===== src/rtl/mul_share_ctrl.sv =====
// Two-port round-robin front end for one shared, non-stalling 16x16 multiplier.
// Tracks in-flight ops and returns each tagged product to its requester.
module mul_share_ctrl #(
  parameter int LAT  = 3,
  parameter int TAGW = 4
) (
  input  logic            clk,
  input  logic            rst_n,
  input  logic            req0_valid,
  input  logic            req1_valid,
  output logic            req0_ready,
  output logic            req1_ready,
  input  logic [15:0]     req0_a,
  input  logic [15:0]     req0_b,
  input  logic [15:0]     req1_a,
  input  logic [15:0]     req1_b,
  input  logic [TAGW-1:0] req0_tag,
  input  logic [TAGW-1:0] req1_tag,
  input  logic            flush,
  output logic [15:0]     mul_a,
  output logic [15:0]     mul_b,
  input  logic [31:0]     mul_p,
  output logic            rsp0_valid,
  output logic            rsp1_valid,
  output logic [31:0]     rsp0_p,
  output logic [31:0]     rsp1_p,
  output logic [TAGW-1:0] rsp0_tag,
  output logic [TAGW-1:0] rsp1_tag,
  output logic [3:0]      inflight
);

  logic            pref1;
  logic [LAT:0]    pv;
  logic [LAT:0]    pport;
  logic [TAGW-1:0] ptag [LAT+1];
  logic            acc;
  logic            sel1;
  logic            tail;

  assign req0_ready = !flush && req0_valid
                   && (!req1_valid || !pref1);
  assign req1_ready = !flush && req1_valid
                   && (!req0_valid || pref1);
  assign acc  = req0_ready || req1_ready;
  assign sel1 = req1_ready;
  // tail entry lines up with mul_p for its operands
  assign tail = pv[LAT] && !flush;

  always_ff @(posedge clk or negedge rst_n) begin
    if (!rst_n) begin
      pref1      <= 1'b0;
      pv         <= '0;
      pport      <= '0;
      for (int i = 0; i <= LAT; i++)
        ptag[i] <= '0;
      mul_a      <= '0;
      mul_b      <= '0;
      rsp0_valid <= 1'b0;
      rsp1_valid <= 1'b0;
      rsp0_p     <= '0;
      rsp1_p     <= '0;
      rsp0_tag   <= '0;
      rsp1_tag   <= '0;
      inflight   <= '0;
    end else begin
      if (flush)
        pv <= '0;
      else
        pv <= {pv[LAT-1:0], acc};
      pport   <= {pport[LAT-1:0], sel1};
      ptag[0] <= sel1 ? req1_tag : req0_tag;
      for (int i = 1; i <= LAT; i++)
        ptag[i] <= ptag[i-1];
      if (acc) begin
        mul_a <= sel1 ? req1_a : req0_a;
        mul_b <= sel1 ? req1_b : req0_b;
        pref1 <= !sel1;
      end
      rsp0_valid <= tail && !pport[LAT];
      rsp1_valid <= tail && pport[LAT];
      if (tail && pport[LAT]) begin
        rsp1_p   <= mul_p;
        rsp1_tag <= ptag[LAT];
      end
      if (tail && !pport[LAT]) begin
        rsp0_p   <= mul_p;
        rsp0_tag <= ptag[LAT];
      end
      if (flush)
        inflight <= '0;
      else
        inflight <= inflight + 4'(acc) - 4'(pv[LAT]);
    end
  end

endmodule


===== config.mk =====
export PLATFORM = sky130hd
export DESIGN_NAME = mul_share_ctrl
export DESIGN_NICKNAME = d
export VERILOG_FILES = /design/src/rtl/mul_share_ctrl.sv
export SDC_FILE = /design/constraint.sdc
export NUM_CORES = 1
export LEC_CHECK = 0
export BUFFER_PORTS_ARGS = -buffer_cell sky130_fd_sc_hd__clkbuf_2
export CAP_MARGIN = 20
export CORE_ASPECT_RATIO = 1.4
export CORE_MARGIN = 4
export CORE_UTILIZATION = 44
export DETAILED_ROUTE_END_ITERATION = 12
export PLACE_DENSITY = 0.77
export SYNTH_ARGS = -nofsm -noshare
export SYNTH_HDL_FRONTEND = slang
export SYNTH_SLANG_ARGS = --single-unit

===== constraint.sdc =====
create_clock -name clk -period 1.6 [get_ports clk]
set_clock_uncertainty 0.15 [all_clocks]
set_input_delay 0.08 -clock clk [delete_from_list [all_inputs] [get_ports clk]]
set_output_delay 0.08 -clock clk [all_outputs]
set_load 0.02 [all_outputs]

* After elaboration in Yosys (flattened, before gate mapping)
Index checks and enable logic that the tools add are counted.
W data, S select, Z words.
** Operators by class
- $add $sub $neg :: 2
- Mux-type cells :: 5
- Reduce and logical (&&, ||, !) cells :: 16
** Operators with widths (count)
- $mux W16 :: 2
- $mux W4 :: 3
- $logic_and A1 B1 Y1 :: 7
- $logic_not A1 Y1 :: 6
- $add A4 B1 Y4 :: 1
- $sub A4 B1 Y4 :: 1
- $logic_or A1 B1 Y1 :: 3
** Word-level totals
- Bits in registers :: 135
- Word-level logic and storage cells :: 39

* Longest topological paths before layout
Gate-level depths: netlist of run 1.
- Depth after elaboration :: 7
- Gate-level depth with buffers :: 8
- Depth with buffers taken out :: 6

* Worst setup path after synthesis of run 1
OpenSTA, ideal clock, no wires.
- Path type :: input -> register
- Start :: input flush
- End :: register inflight[1]
- Setup time :: 0.118 ns
- Arrival time :: 1.473 ns
- Path slack :: -0.141 ns
- Stages on the path :: 7
- Path through :: buf_6 -> o21ba_2 -> buf_2 -> xor2_1 -> ha_1 -> fa_1 -> nor2b_1
** Between the ends
- Cells in the longest elaborated chain, start to end :: 7
** RTL lines
- from (decl) :: line 19 : input logic flush,
- $logic_not A1 Y1 :: line 40, 42
- $logic_and A1 B1 Y1, on equally long branches :: line 40, 42
- $logic_and A1 B1 Y1, on equally long branches :: line 41, 43
- $logic_or A1 B1 Y1 :: line 44 : assign acc = req0_ready || req1_ready;
- $add A4 B1 Y4 :: line 92 : inflight <= inflight + 4'(acc) - 4'(pv[LAT]);
- $sub A4 B1 Y4 :: line 92
- $mux W4 (*) :: line 89 : if (flush)
- to (signal assigned) :: line 92
- to (decl) :: line 29 : output logic [3:0] inflight
Mark *: on every way between the ends. The rest lies on a longest branch, timed or not.
A chain may end at the register's enable or synchronous reset.

* Final worst setup path of run 1
- Start :: register pport[3]
- End :: register rsp0_p[12]
** Between the ends
- Cells in the longest elaborated chain, start to end :: 2
** RTL lines
- from (decl) :: line 34 : logic [LAT:0] pport;
- from (signal assigned) :: line 70 : pport <= {pport[LAT-1:0], sel1};
- $logic_not A1 Y1 :: line 85 : if (tail && !pport[LAT]) begin
- $logic_and A1 B1 Y1 :: line 85
- to (signal assigned) :: line 86 : rsp0_p <= mul_p;
- to (decl) :: line 25 : output logic [31:0] rsp0_p,
Every way passes these cells.

==> results.md, run 1 <==
| Group | Item | Value |
|---|---|---|
| yosys | Number of enable flip-flop cells after synthesis | 0 |
| power and ir drop | Net switching power | 3120 µW |
| place | Post-placement cell area | 6760 µm² |
| sta | Number of pins exceeding their max-slew limit in the final report | 0 |
| detailed routing | Overall via count from detail_route | 4813 |
| detailed routing | Final antenna-violating net count | 0 |
| clock tree | Insertion delay of the later-clocked pin in the worst-skew pair | 0.41 ns |
| yosys | Average instance area after synthesis | 13.5 µm² |
| clock tree | Cts-stage hold buffer count | 110 |
| clock tree | Clock Tree Root | sky130_fd_sc_hd__clkbuf_16 |
| place | Total half-perimeter wirelength after legalization and detailed placement | 9770 µm |
| global routing | Total routing usage reported by global routing | 23.1% |
| outcome | Status | complete, but fails checks |
| finish | Final cell utilization of the core | 72.1% |
| clock tree | CTS H-Tree Depth | 4 |
| yosys | Yosys reg bits | 135 |
| power and ir drop | Clock group share of total power | 40.7% |
| sta | Final setup viols | 8 |
| setup path | Worst Setup Start Kind | flop |
| clock tree | Clock tree from TritonCTS | yes |
| sta | Fin Hold WS | -0.0698 ns |
| yosys | Fraction of synthesized cell area taken by the top area cell type | 61.8% |
| sta | Final period demand of the worst path | 1.61 ns |
| setup path | Kind of critical path | flop to flop |
| yosys | Synthesized instance count | 404 |
| yosys | Net count after synthesis | 517 |
| yosys | Most frequent cell after synthesis | sky130_fd_sc_hd__dfrtp_1 |
| yosys | Main flop type after synthesis | sky130_fd_sc_hd__dfrtp_1 |
| yosys | Fraction of the yosys area taken by sequential cells | 61.8% |
| sta | Share of the clock period used by the worst path | 101% |
| floorplan | Vertical die dimension | 140 µm |
| setup path | Worst path arrival time | 1.75 ns |
| detailed routing | Pre-antenna DRT Iters | 4 |
| place | Pre-CTS setup slack | -0.0308 ns |
| place | Number of buffers added on ports | 220 |
| global routing | Global-route wire length before repair | 25700 µm |
| power and ir drop | Largest voltage drop on the vdd net | 0.000607 V |
| floorplan | Overall die area | 14300 µm² |
| power and ir drop | Switching power as a share of total power | 28.4% |
| sta | Relative slew margins | 59.6% |
| clock tree | Number of CTS-inserted buffers | 17 |
| setup path | Required @ worst endpoint | 1.74 ns |
| setup path | Reg-to-reg setup timing slack | -0.009 ns |
| detailed routing | WL per Instance | 18.8 µm |
| yosys | Post-synthesis instance area | 5470 µm² |
| yosys | Top cell types by occurrence after synthesis | sky130_fd_sc_hd__dfrtp_1, sky130_fd_sc_hd__mux2_2, sky130_fd_sc_hd__nand3_1 |
| floorplan | Effective utilization at floorplan | 45.6% |
| yosys | Number of distinct standard cells referenced by the synthesized netlist | 27 |
| place | RePlAce Congestion | 0.798 |
| floorplan | Die span in x | 102 µm |
| place | Placed Cells | 757 |
| hold path | Class of the most critical hold timing path | input pin to flop |
| finish | Syn-to-layout area delta | 58.2% |
| clock tree | Maximum root-to-sink buffer count | 2 |
| power and ir drop | Logic pwr share | 21.2% |
| finish | Layout cells sized above 1 | 47.0% |
| finish | Count of nets after finishing | 858 |
| floorplan | Row count | 47 |
| sta | Max frequency | 621 MHz |
| global routing | Maximum number of pins on one net before global-route repair | 66 |
| global routing | Via count of the first global-routing pass | 5229 |
| finish | Count of non-filler cells in the finished layout | 906 |
| clock tree | Clock sinks | 135 |
| clock tree | Clock-pin slew on the worst setup and hold paths | 0.06 ns |
| sta | Setup WS post-layout | -0.00922 ns |
| sta | Final number of hold-violating endpoints | 4 |
| flow run | Max_cap viols | 0 |
| finish | Finished Cell Area | 8650 µm² |
| setup path | Sort of element at the end of the critical path | flop |
| yosys | Yosys top cell by area | sky130_fd_sc_hd__dfrtp_1 |
| detailed routing | Sum of routed wire length over all layers | 17000 µm |
| floorplan | Core Box Area | 12000 µm² |
| sta | Transition time at the pin with the least slew margin | 0.607 ns |
| sta | RSZ-0062 raised after global routing | yes |
| detailed routing | DRT iter0 DRCs | 185 |
| yosys | Ys Warns | 0 |
| power and ir drop | Static Leakage | 0.00439 µW |
| power and ir drop | Internal power | 7870 µW |
| finish | Fill cell total of the finished layout | 765 |
| global routing | Global-route congestion overflow total | 0 |
| global routing | Antenna violations before repair | 1 |
| floorplan | Number of primary I/O pins | 221 |
| power and ir drop | Pwr dens | 1270 nW/µm² |
| yosys | Dominant cells by area after synthesis | sky130_fd_sc_hd__dfrtp_1, sky130_fd_sc_hd__mux2_2, sky130_fd_sc_hd__mux2_4 |
| setup path | Largest driver fanout on the critical path | 18 |
| yosys | FFs w/ async S/R, synth | 100% |
| detailed routing | Via/cell ratio | 5.31 |
| power and ir drop | Portion of total power attributed to sequential cells | 38.1% |
| detailed routing | Post-detailed-route DRC marker count | 0 |
| outcome | Failing checks | negative hold slack, negative setup slack |
## flip-flops by register name, indices dropped and copies added, names as in the netlist
register / cells
inflight: 4
mul_a: 16
mul_b: 16
pport: 4
pref1: 1
ptag: 16
pv: 4
rsp0_p: 32
rsp0_tag: 4
rsp0_valid: 1
rsp1_p: 32
rsp1_tag: 4
rsp1_valid: 1
## critical path, stage by stage, from the launching register on
cell and delay (ns):
sky130_fd_sc_hd__dfrtp_1 0.43, sky130_fd_sc_hd__nor3b_4 0.23, sky130_fd_sc_hd__buf_6 0.14, sky130_fd_sc_hd__clkbuf_16 0.19, sky130_fd_sc_hd__mux2_2 0.35
## kinds of logic after synthesis
logic type,Yosys count,synth area share [%]
flops,135,61.8
simple gates,82,7.41
compound gates,70,7.28
mux,76,17.6
xor+xnor,3,0.481
buf+inv,34,4.37
fa+ha+maj,4,1.05
## per-layer routing
| metal | global-route usage, % | up-vias | wire length (µm) |
|---|---|---|---|
| met5 | 0 | - | 0 |
| met1 | 25.1 | 2368 | 6160 |
| li1 | - | 2106 | - |
| met2 | 39.9 | 268 | 8780 |
| met4 | 13.0 | 0 | 841 |
| met3 | 6.27 | 71 | 1240 |
## cell usage in the layout (no fill, tap or decap), types with 2 or more instances in the layout
master,netlist,routed
sky130_fd_sc_hd__inv_1,4,4
sky130_fd_sc_hd__buf_6,5,2
sky130_fd_sc_hd__nor2b_1,5,5
sky130_fd_sc_hd__clkbuf_2,0,218
sky130_fd_sc_hd__dlygate4sd3_1,0,110
sky130_fd_sc_hd__o21ai_0,32,32
sky130_fd_sc_hd__ha_1,3,2
sky130_fd_sc_hd__nand3_1,34,34
sky130_fd_sc_hd__a21oi_1,3,2
sky130_fd_sc_hd__clkinv_4,0,2
sky130_fd_sc_hd__nand2b_1,4,2
sky130_fd_sc_hd__inv_6,0,3
sky130_fd_sc_hd__nor2_1,33,33
sky130_fd_sc_hd__clkbuf_1,8,2
sky130_fd_sc_hd__clkbuf_16,0,19
sky130_fd_sc_hd__mux2_2,47,46
sky130_fd_sc_hd__and2b_1,2,2
sky130_fd_sc_hd__mux2_4,29,30
sky130_fd_sc_hd__nand2b_4,0,2
sky130_fd_sc_hd__buf_12,3,7
sky130_fd_sc_hd__xnor2_1,2,2
sky130_fd_sc_hd__a31oi_1,32,32
sky130_fd_sc_hd__bufinv_16,0,6
sky130_fd_sc_hd__dfrtp_1,135,135
sky130_fd_sc_hd__buf_4,3,13
## layout make-up
class                           instances  area, µm²  area share, %
Antenna cell                            1       2.50         0.0289
Clock buffer                           19        433           5.00
Clock inverter                         13        243           2.80
Inverter                                4       15.0          0.173
Multi-Input combinational cell        235       1900           21.9
Sequential cell                       135       3380           39.0
Tap cell                              147        184           2.13
Timing Repair Buffer                  352       2500           28.9
## what timing repair did
item	CTS	global route
pin swaps	2	1
cloned	0	2
resized for setup	4	6
endpoints found under the hold margin	243	4
setup endpoints to repair	3	20
buffers inserted	0	4
## through the flow
step	TNS [ns]	total power, µW
detailed placement	-0.0308	6270
global route	-0.557	11400
CTS	-0.0182	11000
global placement	0	6180
floorplan	-0.0627	5380
finish	-0.0226	11000
## power by group through the flow
stage          logic, µW  registers [µW]  clock network [µW]
6_report            2330            4180                4470
5_1_grt             2510            4230                4670
4_1_cts             2280            4170                4530
3_5_place_dp        2050            4220                   0
3_3_place_gp        1990            4190                   0
2_1_floorplan        674            4710                   0
## worst paths after layout
| path | from | end | depth (start not counted) |
|---|---|---|---|
| setup / recovery | pport[3] | rsp0_p[12] | 4 |
| hold / removal | flush | inflight[0] | 3 |
| setup reg to reg | pport[3] | rsp0_p[12] | 4 |
| hold reg to reg | pport[0] | pport[1] | 0 |
| max in group asynchronous | rst_n | mul_b[15] | 4 |
| min in group asynchronous | rst_n | rsp1_p[10] | 3 |
Power figures use the tool's default switching activity.
==> inputs of run 2 (changes only) <==
--- a/config.mk
+++ b/config.mk
@@ -9,9 +9,10 @@
 export CAP_MARGIN = 20
 export CORE_ASPECT_RATIO = 1.4
 export CORE_MARGIN = 4
-export CORE_UTILIZATION = 44
+export CORE_UTILIZATION = 45
+export CTS_BUF_LIST = sky130_fd_sc_hd__clkbuf_4
 export DETAILED_ROUTE_END_ITERATION = 12
-export PLACE_DENSITY = 0.77
+export PLACE_DENSITY = 0.78
 export SYNTH_ARGS = -nofsm -noshare
 export SYNTH_HDL_FRONTEND = slang
 export SYNTH_SLANG_ARGS = --single-unit
==> constraint.sdc (replaced) <==
create_clock -name clk -period 1.6 [get_ports clk]
set_clock_uncertainty 0.15 [all_clocks]
set_input_delay 0.08 -clock clk [delete_from_list [all_inputs] [get_ports clk]]
set_output_delay 0.08 -clock clk [all_outputs]
set_load 0.1 [all_outputs]
==> run 2 against run 1 <==
Net effect: the flow finishes with violations (negative setup slack); largest power group is now combinational logic; highest routed layer unchanged; count of clock-buffer cells in the layout decreased by 1; global-route usage increased by 2.7 points; register-to-register slack got worse by 0.20 ns.
==> results.md, run 2 (same netlist as run 1, synthesis figures left out) <==
| Group | Item | Value | Change |
|---|---|---|---|
| finish | Registers with the most flip-flops | rsp0_p: 32 flops, rsp1_p: 32 flops |  |
| finish | Top library cells by usage in the layout, fill and taps aside | sky130_fd_sc_hd__dfrtp_1, sky130_fd_sc_hd__clkbuf_4, sky130_fd_sc_hd__dlygate4sd3_1, sky130_fd_sc_hd__clkbuf_2, sky130_fd_sc_hd__mux2_2 |  |
| finish | Most common library cell in the layout ignoring fill and taps | sky130_fd_sc_hd__dfrtp_1 |  |
| place | Number of buffers added on ports | 220 | unchanged |
| sta | Number of pins exceeding their max-slew limit in the final report | 0 | unchanged |
| detailed routing | Final antenna-violating net count | 0 | unchanged |
| finish | Syn-to-layout area delta | 65.1% |  |
| setup path | Worst flop-to-flop path endpoint | mul_a[13] |  |
| power and ir drop | Largest voltage drop on the vdd net | 0.000883 V | +45% |
| sta | Final period demand of the worst path | 1.81 ns | +0.196 ns |
| setup path | Launch instance of the worst register-to-register path | pref1 |  |
| finish | Final cell utilization of the core | 76.0% | +3.9 points |
| global routing | Antenna violations before repair | 0 | -1 |
| place | RePlAce Congestion | 0.818 | +2.5% |
| hold path | Origin of the worst min-delay path | req1_tag[1] |  |
| hold path | Class of the most critical hold timing path | input pin to flop |  |
| clock tree | Insertion delay of the later-clocked pin in the worst-skew pair | 0.53 ns | +0.12 ns |
| clock tree | Clock sinks | 135 | unchanged |
| setup path | Required @ worst endpoint | 1.87 ns | +0.13 ns |
| global routing | Maximum number of pins on one net before global-route repair | 66 | unchanged |
| place | Total half-perimeter wirelength after legalization and detailed placement | 9510 µm | -2.7% |
| sta | Final setup viols | 62 | +54 |
| detailed routing | Via/cell ratio | 5.58 | +5.1% |
| setup path | Kind of critical path | flop to flop |  |
| clock tree | Clock Tree Root | sky130_fd_sc_hd__clkbuf_4 |  |
| detailed routing | Sum of routed wire length over all layers | 20300 µm | +19% |
| finish | Layout cells sized above 1 | 50.3% | +3.3 points |
| finish | Count of nets after finishing | 880 | +2.6% |
| detailed routing | Post-detailed-route DRC marker count | 0 | unchanged |
| sta | RSZ-0062 raised after global routing | yes |  |
| sta | Share of the clock period used by the worst path | 113% | +12 points |
| clock tree | Number of CTS-inserted buffers | 17 | unchanged |
| power and ir drop | Static Leakage | 0.00447 µW | +1.8% |
| floorplan | Vertical die dimension | 138 µm | -1.1% |
| setup path | Sort of element at the end of the critical path | flop |  |
| sta | Max frequency | 554 MHz | -11% |
| clock tree | Clock tree from TritonCTS | yes |  |
| setup path | Worst Setup Start Kind | flop |  |
| global routing | Global-route wire length before repair | 28300 µm | +10% |
| global routing | Total routing usage reported by global routing | 25.9% | +2.7 points |
| flow run | Max_cap viols | 0 | unchanged |
| floorplan | Die span in x | 101 µm | -1.0% |
| hold path | Number of cells on the worst hold path | 3 | unchanged |
| detailed routing | DRT iter0 DRCs | 285 | +54% |
| sta | Final number of hold-violating endpoints | 0 | -4 |
| hold path | Hold endpoint | ptag[13] |  |
| sta | Transition time at the pin with the least slew margin | 0.641 ns | +0.0343 ns |
| global routing | Via count of the first global-routing pass | 5417 | +3.6% |
| clock tree | CTS H-Tree Depth | 4 | unchanged |
| floorplan | Overall die area | 14000 µm² | -2.1% |
| setup path | Largest driver fanout on the critical path | 8 | -10 |
| floorplan | Number of primary I/O pins | 221 | unchanged |
| outcome | Failing checks | negative setup slack |  |
| sta | Setup WS post-layout | -0.205 ns | -0.196 ns |
| detailed routing | Pre-antenna DRT Iters | 7 | +3 |
| finish | Antenna diodes | 0 | -1 |
| setup path | Reg-to-reg setup timing slack | -0.21 ns | -0.20 ns |
| clock tree | Maximum root-to-sink buffer count | 2 | unchanged |
| setup path | Worst path arrival time | 2.07 ns | +0.32 ns |
| clock tree | Clock-pin slew on the worst setup and hold paths | 0.13 ns | +0.07 ns |
| floorplan | Core Box Area | 11900 µm² | -0.98% |
| detailed routing | Overall via count from detail_route | 5177 | +7.6% |
| power and ir drop | Power after layout | 12100 µW | +10% |
| detailed routing | WL per Instance | 21.9 µm | +17% |
| floorplan | Effective utilization at floorplan | 46.0% | +0.45 points |
| sta | Relative slew margins | 57.3% | -2.3 points |
| setup path | Register-to-Register Path Depth | 6 | +2 |
| outcome | Status | complete, but fails checks |  |
| floorplan | Row count | 47 | unchanged |
| power and ir drop | Pwr dens | 1340 nW/µm² | +5.9% |
| global routing | Global-route congestion overflow total | 0 | unchanged |
run 2: how the worst max path moves through the flow:
| stage | to | slack (ns) | depth (start not counted) | from |
|---|---|---|---|---|
| 6_report | mul_a[13] | -0.21 | 6 | pref1 |
| 5_1_grt | mul_a[13] | -0.25 | 6 | pref1 |
| 4_1_cts | req1_ready | -0.12 | 4 | pref1 |
| 3_5_place_dp | inflight[2] | -0.04 | 5 | pv[3] |
| 3_3_place_gp | inflight[2] | -0.03 | 5 | pv[3] |
| 2_1_floorplan | inflight[2] | -0.04 | 4 | inflight[0] |
run 2: critical path, stage by stage, from the launching register on:
cell                        delay, ns
sky130_fd_sc_hd__dfrtp_1         0.42
sky130_fd_sc_hd__buf_4           0.16
sky130_fd_sc_hd__and2b_4         0.28
sky130_fd_sc_hd__buf_12          0.11
sky130_fd_sc_hd__clkbuf_16       0.15
sky130_fd_sc_hd__o21ai_0         0.08
sky130_fd_sc_hd__a31oi_1         0.34
run 2: repair_timing:
item                                    in CTS  in global routing
gates cloned                                 0                 11
pin swaps                                    3                 13
resized for setup                          115                 36
endpoints found under the setup margin     117                 95
setup buffers                                5                  9
endpoints found under the hold margin      245                  0
hold buffers                               112                  0
run 2: layer usage:
| layer | GRT usage, % | up-vias | share of wire, % |
|---|---|---|---|
| met4 | 14.3 | 0 | 6.2 |
| met1 | 30.3 | 2472 | 34 |
| met3 | 7.31 | 119 | 10 |
| met5 | 0 | - | 0 |
| met2 | 42.1 | 435 | 50 |
| li1 | - | 2151 | - |
run 2: cell type report:
class,count,area (µm²)
fillers,635,2850
multi-input cells,235,1990
flip-flops and latches,135,3390
inverters,4,18.8
clock inverters,14,174
clock buffers,18,135
repair buffers,374,3130
well taps,147,184
run 2: power breakdown:
group	internal, µW	switching, µW
clock network	1110	1350
registers	3890	310
logic	1350	4120
total	6350	5780
run 2: stage by stage:
stage | setup TNS, ns | instance area (µm²) | std cells | setup slack, ns | hold WS (ns)
5_1_grt | -5.19 | 9030 | 927 | -0.249 | 0.139
2_1_floorplan | -0.0925 | 5540 | 404 | -0.0365 | -0.366
3_5_place_dp | -0.0647 | 6870 | 758 | -0.0415 | -0.108
6_report | -3.19 | 9030 | 927 | -0.205 | 0.155
4_1_cts | -0.229 | 8630 | 907 | -0.115 | 0.0355
3_3_place_gp | -0.0330 | 6870 | 758 | -0.0313 | -0.113
